==> config.mk <==
export PLATFORM = sky130hd
export DESIGN_NAME = bcd_scan_scheduler
export DESIGN_NICKNAME = d
export VERILOG_FILES = /design/src/rtl/bcd_scan_scheduler.sv
export SDC_FILE = /design/constraint.sdc
export NUM_CORES = 1
export LEC_CHECK = 0
export ABC_AREA = 1
export CAP_MARGIN = 5
export CELL_PAD_IN_SITES_DETAIL_PLACEMENT = 1
export CELL_PAD_IN_SITES_GLOBAL_PLACEMENT = 2
export CORE_UTILIZATION = 28
export DETAILED_ROUTE_END_ITERATION = 10
export HOLD_SLACK_MARGIN = 0.1
export PLACE_DENSITY = 0.83
export SETUP_SLACK_MARGIN = 0.1
export SLEW_MARGIN = 25
export SYNTH_ARGS = -nofsm -noshare
export SYNTH_HDL_FRONTEND = slang
export SYNTH_SLANG_ARGS = --single-unit
==> constraint.sdc <==
create_clock -name clk -period 2.2 [get_ports clk]
set_clock_uncertainty 0.05 [all_clocks]
set_input_delay 0.44 -clock clk [delete_from_list [all_inputs] [get_ports clk]]
set_output_delay 0.44 -clock clk [all_outputs]
set_load 0.01 [all_outputs]
==> src/rtl/bcd_scan_scheduler.sv <==
// Shares one BCD converter across hour/min/sec and scans six digits onto a muxed 7-seg display.
// Latency: snapshot at SNAP, one CONV cycle per field, then SCAN_DIV cycles per digit (frame = 1+3*(1+2*SCAN_DIV)).
// Backpressure: time_busy holds the scheduler in SNAP (display dark) until the counters are stable.
module bcd_scan_scheduler #(
  parameter int SCAN_DIV     = 1000,
  parameter int BLINK_FRAMES = 64
) (
  input  logic       clk,
  input  logic       rst,
  input  logic [7:0] hour_in,
  input  logic [7:0] min_in,
  input  logic [7:0] sec_in,
  input  logic       time_busy,
  input  logic [2:0] blink_sel,
  output logic [7:0] conv_decimal,
  input  logic [3:0] conv_higher,
  input  logic [3:0] conv_lower,
  output logic [3:0] digit_bcd,
  output logic [5:0] digit_sel,
  output logic       frame_done,
  output logic       range_err
);

  localparam int DW  = $clog2(SCAN_DIV + 1);
  localparam int FW  = $clog2(BLINK_FRAMES + 1);
  localparam int PEN = (SCAN_DIV >= 2) ? SCAN_DIV - 2 : 0;
  localparam logic [DW-1:0] DWELL_LAST = DW'(SCAN_DIV - 1);
  localparam logic [DW-1:0] DWELL_PEN  = DW'(PEN);
  localparam logic [FW-1:0] FRAME_LAST = FW'(BLINK_FRAMES - 1);

  typedef enum logic [1:0] {SNAP, CONV, SHOW_HI, SHOW_LO} state_t;

  state_t        state;
  logic [1:0]    fld;          // 0 hour, 1 min, 2 sec
  logic [DW-1:0] dwell;
  logic [FW-1:0] frame_cnt;
  logic          blink_phase;
  // Hour goes straight into conv_decimal at the latch, so only min/sec need holding.
  logic [7:0]    snap_min;
  logic [7:0]    snap_sec;
  logic [2:0]    fld_ok;       // indexed by fld
  logic [3:0]    hi_q;
  logic [3:0]    lo_q;
  logic [5:0]    sel_raw;
  logic          blank;

  // Digit strobe bits for the current field; tens sit one position above ones.
  function automatic logic [5:0] tens_bit(input logic [1:0] f);
    case (f)
      2'd0:    tens_bit = 6'b100000;
      2'd1:    tens_bit = 6'b001000;
      default: tens_bit = 6'b000010;
    endcase
  endfunction

  function automatic logic [5:0] ones_bit(input logic [1:0] f);
    case (f)
      2'd0:    ones_bit = 6'b010000;
      2'd1:    ones_bit = 6'b000100;
      default: ones_bit = 6'b000001;
    endcase
  endfunction

  // Blink masks the strobe only; blink_sel is live so set-mode edits react immediately.
  always_comb begin
    blank = 1'b0;
    if (blink_phase && (state == SHOW_HI || state == SHOW_LO)) begin
      case (fld)
        2'd0:    blank = blink_sel[2];
        2'd1:    blank = blink_sel[1];
        default: blank = blink_sel[0];
      endcase
    end
  end

  assign digit_sel = blank ? 6'b000000 : sel_raw;

  // Scan FSM: snapshot, per-field conversion, dwell timing, blink frame counting.
  always_ff @(posedge clk) begin
    if (rst) begin
      state        <= SNAP;
      fld          <= 2'd0;
      dwell        <= '0;
      frame_cnt    <= '0;
      blink_phase  <= 1'b0;
      snap_min     <= 8'd0;
      snap_sec     <= 8'd0;
      fld_ok       <= 3'b000;
      hi_q         <= 4'd0;
      lo_q         <= 4'd0;
      sel_raw      <= 6'd0;
      conv_decimal <= 8'd0;
      digit_bcd    <= 4'd0;
      frame_done   <= 1'b0;
      range_err    <= 1'b0;
    end else begin
      frame_done <= 1'b0;

      if (frame_done) begin
        if (frame_cnt == FRAME_LAST) begin
          frame_cnt   <= '0;
          blink_phase <= ~blink_phase;
        end else begin
          frame_cnt <= frame_cnt + 1'b1;
        end
      end

      case (state)
        SNAP: begin
          sel_raw <= 6'd0;
          if (!time_busy) begin
            snap_min     <= min_in;
            snap_sec     <= sec_in;
            fld_ok       <= {sec_in <= 8'd59, min_in <= 8'd59, hour_in <= 8'd23};
            range_err    <= (hour_in > 8'd23) || (min_in > 8'd59) || (sec_in > 8'd59);
            conv_decimal <= hour_in;
            fld          <= 2'd0;
            dwell        <= '0;
            state        <= CONV;
          end
        end

        CONV: begin
          // Converter output is only trusted for in-range fields; otherwise show blank/error.
          hi_q      <= fld_ok[fld] ? conv_higher : 4'hF;
          lo_q      <= fld_ok[fld] ? conv_lower  : 4'hF;
          digit_bcd <= fld_ok[fld] ? conv_higher : 4'hF;
          sel_raw   <= tens_bit(fld);
          dwell     <= '0;
          state     <= SHOW_HI;
        end

        SHOW_HI: begin
          if (dwell == DWELL_LAST) begin
            dwell     <= '0;
            digit_bcd <= lo_q;
            sel_raw   <= ones_bit(fld);
            state     <= SHOW_LO;
            // With a one-cycle dwell the first SHOW_LO(sec) cycle is already the last.
            if (SCAN_DIV == 1 && fld == 2'd2) frame_done <= 1'b1;
          end else begin
            dwell <= dwell + 1'b1;
          end
        end

        SHOW_LO: begin
          if (SCAN_DIV >= 2 && fld == 2'd2 && dwell == DWELL_PEN) frame_done <= 1'b1;
          if (dwell == DWELL_LAST) begin
            dwell   <= '0;
            sel_raw <= 6'd0;
            if (fld == 2'd2) begin
              state <= SNAP;
            end else begin
              conv_decimal <= (fld == 2'd0) ? snap_min : snap_sec;
              fld          <= fld + 2'd1;
              state        <= CONV;
            end
          end else begin
            dwell <= dwell + 1'b1;
          end
        end

        default: state <= SNAP;
      endcase
    end
  end

endmodule
Word level (Yosys, flattened, before mapping)

Index checks and enable logic that the tools add are counted.

Mux-type cells: 33
Bitwise gates (word level): 3
Magnitude comparators: 7
Equal/unequal tests: 12
Add/sub/neg operators: 3
Reductions and logical operators: 17

Operators with widths:

| operator              | count |
|---|---|
| $mux 8                | 4 |
| $pmux 10 s3           | 1 |
| $pmux 6 s4            | 1 |
| $eq 10x10->1 const B  | 2 |
| $mux 10               | 2 |
| $mux 6                | 3 |
| $gt 8x6->1 const B    | 2 |
| $le 8x6->1 const B    | 2 |
| $pmux 8 s2            | 1 |
| $mux 2                | 6 |
| $mux 4                | 3 |
| $pmux 6 s2            | 1 |
| $add 10x1->10 const B | 1 |
| $pmux 5 s2            | 1 |
| $gt 8x5->1 const B    | 1 |
| $le 8x5->1 const B    | 1 |
| $pmux 2 s4            | 1 |
| $pmux 4 s2            | 1 |
| $reduce_and 2->1      | 4 |
| $add 7x1->7 const B   | 1 |
| $eq 7x6->1 const B    | 1 |
| $mux 7                | 1 |
| $eq 2x2->1 const B    | 3 |
| $eq 2x1->1 const B    | 2 |
| other kinds (16)      | 29 |

Output and inout bits: 20
Input port bits: 38
Word-level logic and storage cells: 89
Flip-flop bits (word level): 65

Longest topological paths before layout

Gate-level depths: netlist of run 1.

Depth after elaboration: 5
Gate-level depth with buffers: 10

Worst setup path before layout of run 1

No wires, ideal clock.

Path type: reg2out
Start: reg fld[0]
End: out digit_sel[0]
Slack: 0.323 ns
Path buffers: 0
Data arrival time: 1.387 ns
Stages on the path, launching flop included: 8
Cells stage by stage: dfxtp_1 -> inv_1 -> ha_1 -> or2_2 -> inv_1 -> nand2_1 -> nand3_1 -> a21boi_0

Word-level cells in the longest chain between the ends: 4

Ends and longest elaborated chain:

| item                                                 | line | text |
|---|---|---|
| start: declaration                                   | 34   | `logic [1:0] fld;` |
| start signal: assignment                             | 155  | `fld <= fld + 2'd1;` |
| $eq 2x1->1 / $logic_not 2->1 (equally long branches) | 68   | `case (fld)` |
| $pmux 1 s2 *                                         | 68   |  |
| $mux 1 *                                             | 67   | `if (blink_phase && (state == SHOW_HI \|\| state == SHOW_LO)) begin` |
| $mux 6 *                                             | 76   | `assign digit_sel = blank ? 6'b000000 : sel_raw;` |
| end: declaration                                     | 19   | `output logic [5:0] digit_sel,` |

Mark *: on every way between the ends. The rest lies on a longest branch, timed or not.

Final worst setup path of run 1

Start: reg fld[0]
End: out digit_sel[1]

The elaborated chain is that of the path after synthesis.

==> results of run 1 <==
-- layout make-up --
| cell class | instances | area [um2] |
|---|---|---|
| clock inverters | 2 | 35.0 |
| inverters | 44 | 168 |
| clock buffers | 14 | 274 |
| multi-input cells | 338 | 1690 |
| flip-flops and latches | 65 | 1310 |
| well taps | 140 | 175 |
| repair buffers | 80 | 738 |
| fillers | 1410 | 6550 |
-- through the flow --
stage	instances	setup TNS (ns)
CTS	682	0
finish	683	0
global placement	664	-0.477
global route	683	0
detailed placement	664	-1.09
floorplan	464	0
-- cells in the final DEF, fill, tap and decap left out, drive strengths merged, types with 2 or more instances in the layout --
cell,count
nand2,93
nor2,90
dfxtp,65
clkdlybuf4s50,51
inv,43
o21ai,41
nand3,34
a21oi,31
buf,29
clkbuf,14
ha,11
nor3,10
nand4,7
a21boi,6
o211ai,3
or2,3
nor3b,2
nor4,2
clkinv,2
-- state kept, by name (all words and copies together), names as in the netlist --
| signal | cells |
|---|---|
| frame_done | 1 |
| conv_decimal | 8 |
| blink_phase | 1 |
| frame_cnt | 7 |
| sel_raw | 6 |
| range_err | 1 |
| snap_sec | 8 |
| digit_bcd | 4 |
| lo_q | 4 |
| snap_min | 8 |
| fld_ok | 3 |
| dwell | 10 |
| state | 2 |
| fld | 2 |
-- cells by family after synthesis --
group / synth area share (%)
AOI/OAI and AO/OA: 13.9
xor gates and xnor gates: 0.276
adders and majority gates: 4.34
buffers and inverters: 7.86
DFF: 41.1
and+or+nand+nor: 32.5
-- per-layer routing --
layer  global-route usage (%)  vias to the layer above  wire, um
met3                     3.98                        7       314
met1                     21.1                     1531      4330
li1                         -                     1653         -
met2                     31.4                       45      4760
met4                     4.25                        0        69
met5                        0                        -         0
-- power groups by stage --
stage | Combinational, mW | Clock (mW) | Sequential (mW)
global route | 2.87 | 1.56 | 1.73
global placement | 2.33 | 0 | 1.69
floorplan | 1.32 | 0 | 1.72
CTS | 2.48 | 1.52 | 1.69
finish | 2.55 | 1.47 | 1.69
detailed placement | 2.40 | 0 | 1.70
-- path summary, 6_finish.rpt --
path | start | to | cells after the start
setup / recovery | fld[0] | digit_sel[1] | 8
hold / removal | snap_sec[7] | snap_sec[7] | 2
setup reg to reg | state[1] | fld[0] | 8
hold reg to reg | snap_sec[7] | snap_sec[7] | 2
-- worst max-delay path: cells and delay by family, from the launching register on --
family | cells | cell delay, ns
flip-flops | 1 | 0.37
AND/OR/NAND/NOR | 3 | 0.37
buffers and inverters | 3 | 0.25
adder cells (fa/ha/maj) | 1 | 0.15
AO/OA/AOI/OAI | 1 | 0.08
-- repair_timing --
action / 4_1_cts / 5_1_grt
endpoints found under the setup margin: 6 / 6
gates resized for setup: 41 / 12
buffers inserted: 2 / 1
pin swaps: 1 / 2
hold buffers: 0 / 0
hold endpoints to repair: 0 / 0
==> impl_metrics.py, run 1 <==
metrics = {
    "clock_network": {
        "cts_tree": "yes",
        "root_buffer": "clkbuf_16",
        "cts_htree_levels": 3,
        "clockBufferDepth": 2,
        "cts_sinks": 65,
        "cts_buffers": 9,
        "clock_latency_ns": 0.33,
        "clkTransAtPathRegs_ns": 0.05,
    },
    "synth": {
        "synth.net_count": 513,
        "synth_async_sr_flop_share_pct": 0,
        "synth_common_cells": "nand2_1 (90), nor2_1 (89), dfxtp_1 (65), inv_1 (42), o21ai_0 (41)",
        "synth_edf_count": 0,
        "synth_warnings": 0,
        "synth_most_common_cell": "nand2_1",
        "synth_top_cell_area_share_pct": 41.1,
        "synth-seq-cells": 65,
        "syn_inst": 464,
        "postSynthAreaPerCell_um2": 6.83,
        "synth_ff_type": "dfxtp_1",
        "yosysTopAreaCell": "dfxtp_1",
        "synth_cell_type_count": 31,
        "synth_area_leaders": "dfxtp_1 (41%), nand2_1 (11%), nor2_1 (11%)",
        "synth_seq_area_share_pct": 41.1,
        "syn_area_um2": 3170,
    },
    "detailed_routing": {
        "drt_wl_total_um": 9470,
        "detail-route-antenna-nets": 0,
        "drtIter0Drc": 74,
        "via_per_inst": 4.74,
        "via_count": 3236,
        "firstDrtPassIters": 4,
        "drc_errors": 0,
        "avgRoutedWirePerCell_um": 13.9,
    },
    "critical_path": {
        "crit_slowest_cell": "dfxtp_4",
        "crit_type": "flip-flop to primary output",
        "crit_fanout": 6,
        "crit_chain": "inv_2, ha_4, or2_4, inv_4, nand2_4, nand3_4, a21boi_1, buf_2",
        "setup.worst_path.end_class": "primary output",
        "worst_ep_required_time_ns": 1.71,
        "worst_setup_path_start_kind": "flip-flop",
        "slowest_delay_ns": 0.37,
        "critPathArrivalTime_ns": 1.56,
        "r2r_slack_ns": 0.39,
    },
    "pwr": {
        "p_switching_mw": 2.12,
        "irDropWorstVdd_mv": 0.553,
        "p_leak_nw": 1.81,
        "clockPowerShare_pct": 25.8,
        "sw_frac_of_total_pct": 37.1,
        "pwr-share-comb_pct": 44.6,
        "power_density_nw_per_um2": 1300,
        "seqPwrFrac_pct": 29.6,
        "p_total_mw": 5.71,
        "intPower_mw": 3.59,
    },
    "timing": {
        "clock.fmax_ghz": 0.487,
        "worst_slack_ns": 0.146,
        "slew_headroom_pct": 78.5,
        "worstMarginPinSlew_ns": 0.322,
        "finalHoldViolCount": 0,
        "finalCritPeriodShare_pct": 93.4,
        "final_max_slew_viol_count": 0,
        "grt_setup_unrepaired": "yes",
        "setup_viol": 0,
        "hold_slack_ns": 0.407,
        "min_period_ns": 2.05,
    },
    "floorplan": {
        "start_util_pct": 29.0,
        "die_y_um": 108,
        "fp-row-count": 38,
        "die_w_um": 108,
        "fp.coreArea_um2": 10900,
        "dieArea_um2": 11700,
        "ios": 58,
    },
    "placement": {
        "place_worst_setup_slack_ns": -0.192,
        "numPortBuffers": 57,
        "place.gp.congestion": 0.740,
        "post-dp-hpwl_um": 6880,
        "placed_cell_area_um2": 4010,
    },
    "outcome": {
        "status": "finished clean",
    },
    "layout": {
        "final_util_pct": 40.1,
        "syn_to_final_growth_pct": 38.5,
        "antennaDiodeCount": 0,
        "fin_nets": 587,
        "drive_above_1_share_pct": 12.0,
        "fin_area_um2": 4390,
    },
    "global_routing": {
        "grt_remaining_overflow": 0,
        "grt_start_max_net_pins": 54,
        "grt_pass1_vias": 3403,
        "antenna_found_initial": 0,
        "grt_pass1_wl_um": 16000,
        "track_usage_pct": 17.5,
    },
    "hold_path": {
        "hp-class": "flip-flop to flip-flop",
    },
    "flow_run": {
        "drv_cap": 0,
    },
}
Power figures use the tool's default switching activity.
==> run 2: changes to the inputs <==
SLEW_MARGIN = 20   (was 25)
==> results of run 2 <==
The final DEF is identical to that of run 1; final timing and power are the same.
==> run 3: changes to the inputs <==
ABC_AREA = 0   (was 1)
CORE_UTILIZATION = 30   (was 28)
PLACE_DENSITY = default   (was 0.83)
PLACE_DENSITY_LB_ADDON = 0.1   (was default)
SLEW_MARGIN = 5   (was 20)
==> run 3 against run 2 <==
  * Critical path type unchanged
  * Largest cell class unchanged
  * Synthesized area down 4.8%
  * Sequential power down 10%
  * Critical endpoint is now digit_sel[0]
  * Worst setup slack worse by 0.056 ns
  * Global-route usage up 0.47 points
  * Worst hold slack worse by 0.0039 ns
  * Total power down 25%
==> impl_metrics.py, run 3 <==
metrics = {
    "outcome": {
        "status": "finished clean",
    },
    "synth": {
        "synth_seq_area_share_pct": 43.1,
        "synth_top_cell_area_share_pct": 43.1,
        "synth_common_cells": "dfxtp_1 (65), nand2_1 (59), a21oi_1 (40), nor2_1 (33), clkbuf_1 (15)",
        "synth_warnings": 0,
        "synth-seq-cells": 65,
        "yosysTopAreaCell": "dfxtp_1",
        "postSynthAreaPerCell_um2": 8.45,
        "synth_edf_count": 0,
        "synth.net_count": 406,
        "synth_ff_type": "dfxtp_1",
        "syn_inst": 357,
        "synth_cell_type_count": 46,
        "synth_area_leaders": "dfxtp_1 (43%), nand2_1 (7.3%), a21oi_1 (6.6%)",
        "synth_async_sr_flop_share_pct": 0,
        "syn_area_um2": 3020,
        "synth_most_common_cell": "dfxtp_1",
    },
    "critical_path": {
        "critPathTopFamily": "buffers and inverters",
        "setup.worst_path.end_class": "primary output",
        "crit_slowest_cell": "dfxtp_2",
        "cp_common_cell": "buf_6",
        "crit_start": "fld[0]",
        "crit_fanout": 5,
        "critPathArrivalTime_ns": 1.62,
        "crit_type": "flip-flop to primary output",
        "worst_ep_required_time_ns": 1.71,
        "crit_chain": "inv_2, ha_4, buf_6, a22oi_2, a21oi_2, buf_6, nor2b_1, buf_2",
        "crit_buf_inv": 4,
        "worst_setup_path_start_kind": "flip-flop",
        "slowest_delay_ns": 0.36,
        "r2r_start": "state[0]",
    },
    "clock_network": {
        "clockBufferDepth": 2,
        "cts_htree_levels": 3,
        "cts_tree": "yes",
        "clock_latency_ns": 0.34,
        "cts_sinks": 65,
        "cts_buffers": 9,
        "cts_hold_buf": 0,
        "root_buffer": "clkbuf_8",
        "clkTransAtPathRegs_ns": 0.08,
    },
    "timing": {
        "final_max_slew_viol_count": 0,
        "worst_slack_ns": 0.0898,
        "hold_slack_ns": 0.403,
        "grt_setup_unrepaired": "yes",
        "slew_headroom_pct": 63.0,
        "clock.fmax_ghz": 0.474,
        "finalHoldViolCount": 0,
        "worstMarginPinSlew_ns": 0.540,
        "setup_viol": 0,
        "finalCritPeriodShare_pct": 95.9,
        "min_period_ns": 2.11,
    },
    "layout": {
        "fin_area_um2": 4220,
        "regMostFlops": "dwell",
        "antennaDiodeCount": 0,
        "drive_above_1_share_pct": 18.1,
        "final_common_cell": "dfxtp_1",
        "finalNonFillerCells": 580,
        "largest_reg_flops": 10,
        "fin_nets": 491,
        "mostFrequentLayoutCells": "dfxtp_1 (62), nand2_1 (58), clkdlybuf4s50_1 (50)",
        "syn_to_final_growth_pct": 39.7,
    },
    "detailed_routing": {
        "via_count": 2800,
        "wl_met2_um": 3890,
        "drc_errors": 0,
        "avgRoutedWirePerCell_um": 14.9,
        "met3WireLength_um": 219,
        "met1Wirelength_um": 4420,
        "drtIter0Drc": 80,
        "drt_wl_total_um": 8640,
        "detail-route-antenna-nets": 0,
        "highest_layer": "met4",
        "firstDrtPassIters": 4,
        "via_per_inst": 4.83,
    },
    "placement": {
        "place.gp.congestion": 0.715,
        "numPortBuffers": 57,
        "post-dp-hpwl_um": 6140,
        "place_worst_setup_slack_ns": -0.311,
        "placedCellCount": 552,
        "placed_cell_area_um2": 3870,
    },
    "global_routing": {
        "track_usage_pct": 18.0,
        "grt_pass1_wl_um": 14300,
        "grt_start_max_net_pins": 28,
        "grt_pass1_vias": 2837,
        "antenna_found_initial": 0,
        "grt_remaining_overflow": 0,
    },
    "floorplan": {
        "die_w_um": 102,
        "die_y_um": 102,
        "fp.coreArea_um2": 9770,
        "fp-row-count": 36,
        "ios": 58,
        "dieArea_um2": 10500,
        "start_util_pct": 30.9,
    },
    "pwr": {
        "power_density_nw_per_um2": 1020,
        "irDropWorstVdd_mv": 0.300,
        "p_leak_nw": 1.58,
    },
    "hold_path": {
        "hp-class": "flip-flop to flip-flop",
        "min_from": "sel_raw[5]",
    },
    "flow_run": {
        "drv_cap": 0,
    },
}
run 3: changes by cell type in the layout (fill, tap and decap cells not counted), sizes merged, moves of 7 or more:
cell / previous run / this run
buf: 29 / 44
nor2: 90 / 33
mux2i: 0 / 10
nor2b: 0 / 13
xnor2: 0 / 7
nand2: 93 / 59
a21oi: 31 / 40
o2111ai: 0 / 8
inv: 43 / 6
nand3: 34 / 2
o21ai: 41 / 14
run 3: worst paths after layout:
check / to / slack, ns / cells after the start
min reg2reg: sel_raw[5] / 0.40 / 2
max reg2reg: dwell[7] / 0.23 / 7
min: sel_raw[5] / 0.40 / 2
max: digit_sel[0] / 0.09 / 8
run 3: metal layers:
metal  GRT usage (%)  vias up
met5               0        -
met4            5.60        0
met3            3.56       10
met2            28.5       38
met1            24.5     1322
li1                -     1430
run 3: metrics by stage:
step                      setup TNS [ns]  util [%]  total power, mW
after floorplan                        0         -             2.46
after CTS                              0      42.9             4.35
after global routing                   0      43.1             4.61
after global placement             -1.75      39.6             3.20
final                                  0      43.1             4.30
after detailed placement           -1.73      39.6             3.23
run 3: cell families (layout without fill, tap and decap cells):
family                   Yosys count  count (layout)  share of synthesized area (%)
AO/OA/AOI/OAI                     84              84                           17.4
XOR/XNOR                          13              13                           3.77
adder cells (fa/ha/maj)           11              11                           4.56
buffers and inverters             26             116                           3.52
flip-flops                        65              65                           43.1
multiplexers                      10              10                           3.32
AND/OR/NAND/NOR                  148             148                           24.3
run 3: timing repair:
action                     4_1_cts  5_1_grt
gates resized for setup         41        7
setup endpoints to repair        6       16
buffers inserted                11        1
pin swaps                        5        2
run 3: where the power goes:
group	leakage [nW]	internal (mW)	switching (mW)
sequential	0.531	1.40	0.118
clock	0.105	0.614	0.470
combinational	0.946	0.789	0.912
run 3: worst min-delay path: cells and delay by family (launching register included):
family             cells  cell delay (ns)
DFF                    1             0.31
and+or+nand+nor        1             0.05
AOI/OAI and AO/OA      1             0.05
run 3: layout make-up:
class,count,area [um2]
timing repair buffer,94,837
clock inverter,4,50.0
inverter,6,25.0
tap,133,166
clock buffer,12,165
fill,1199,5560
sequential,65,1310
multi-input combinational,266,1670
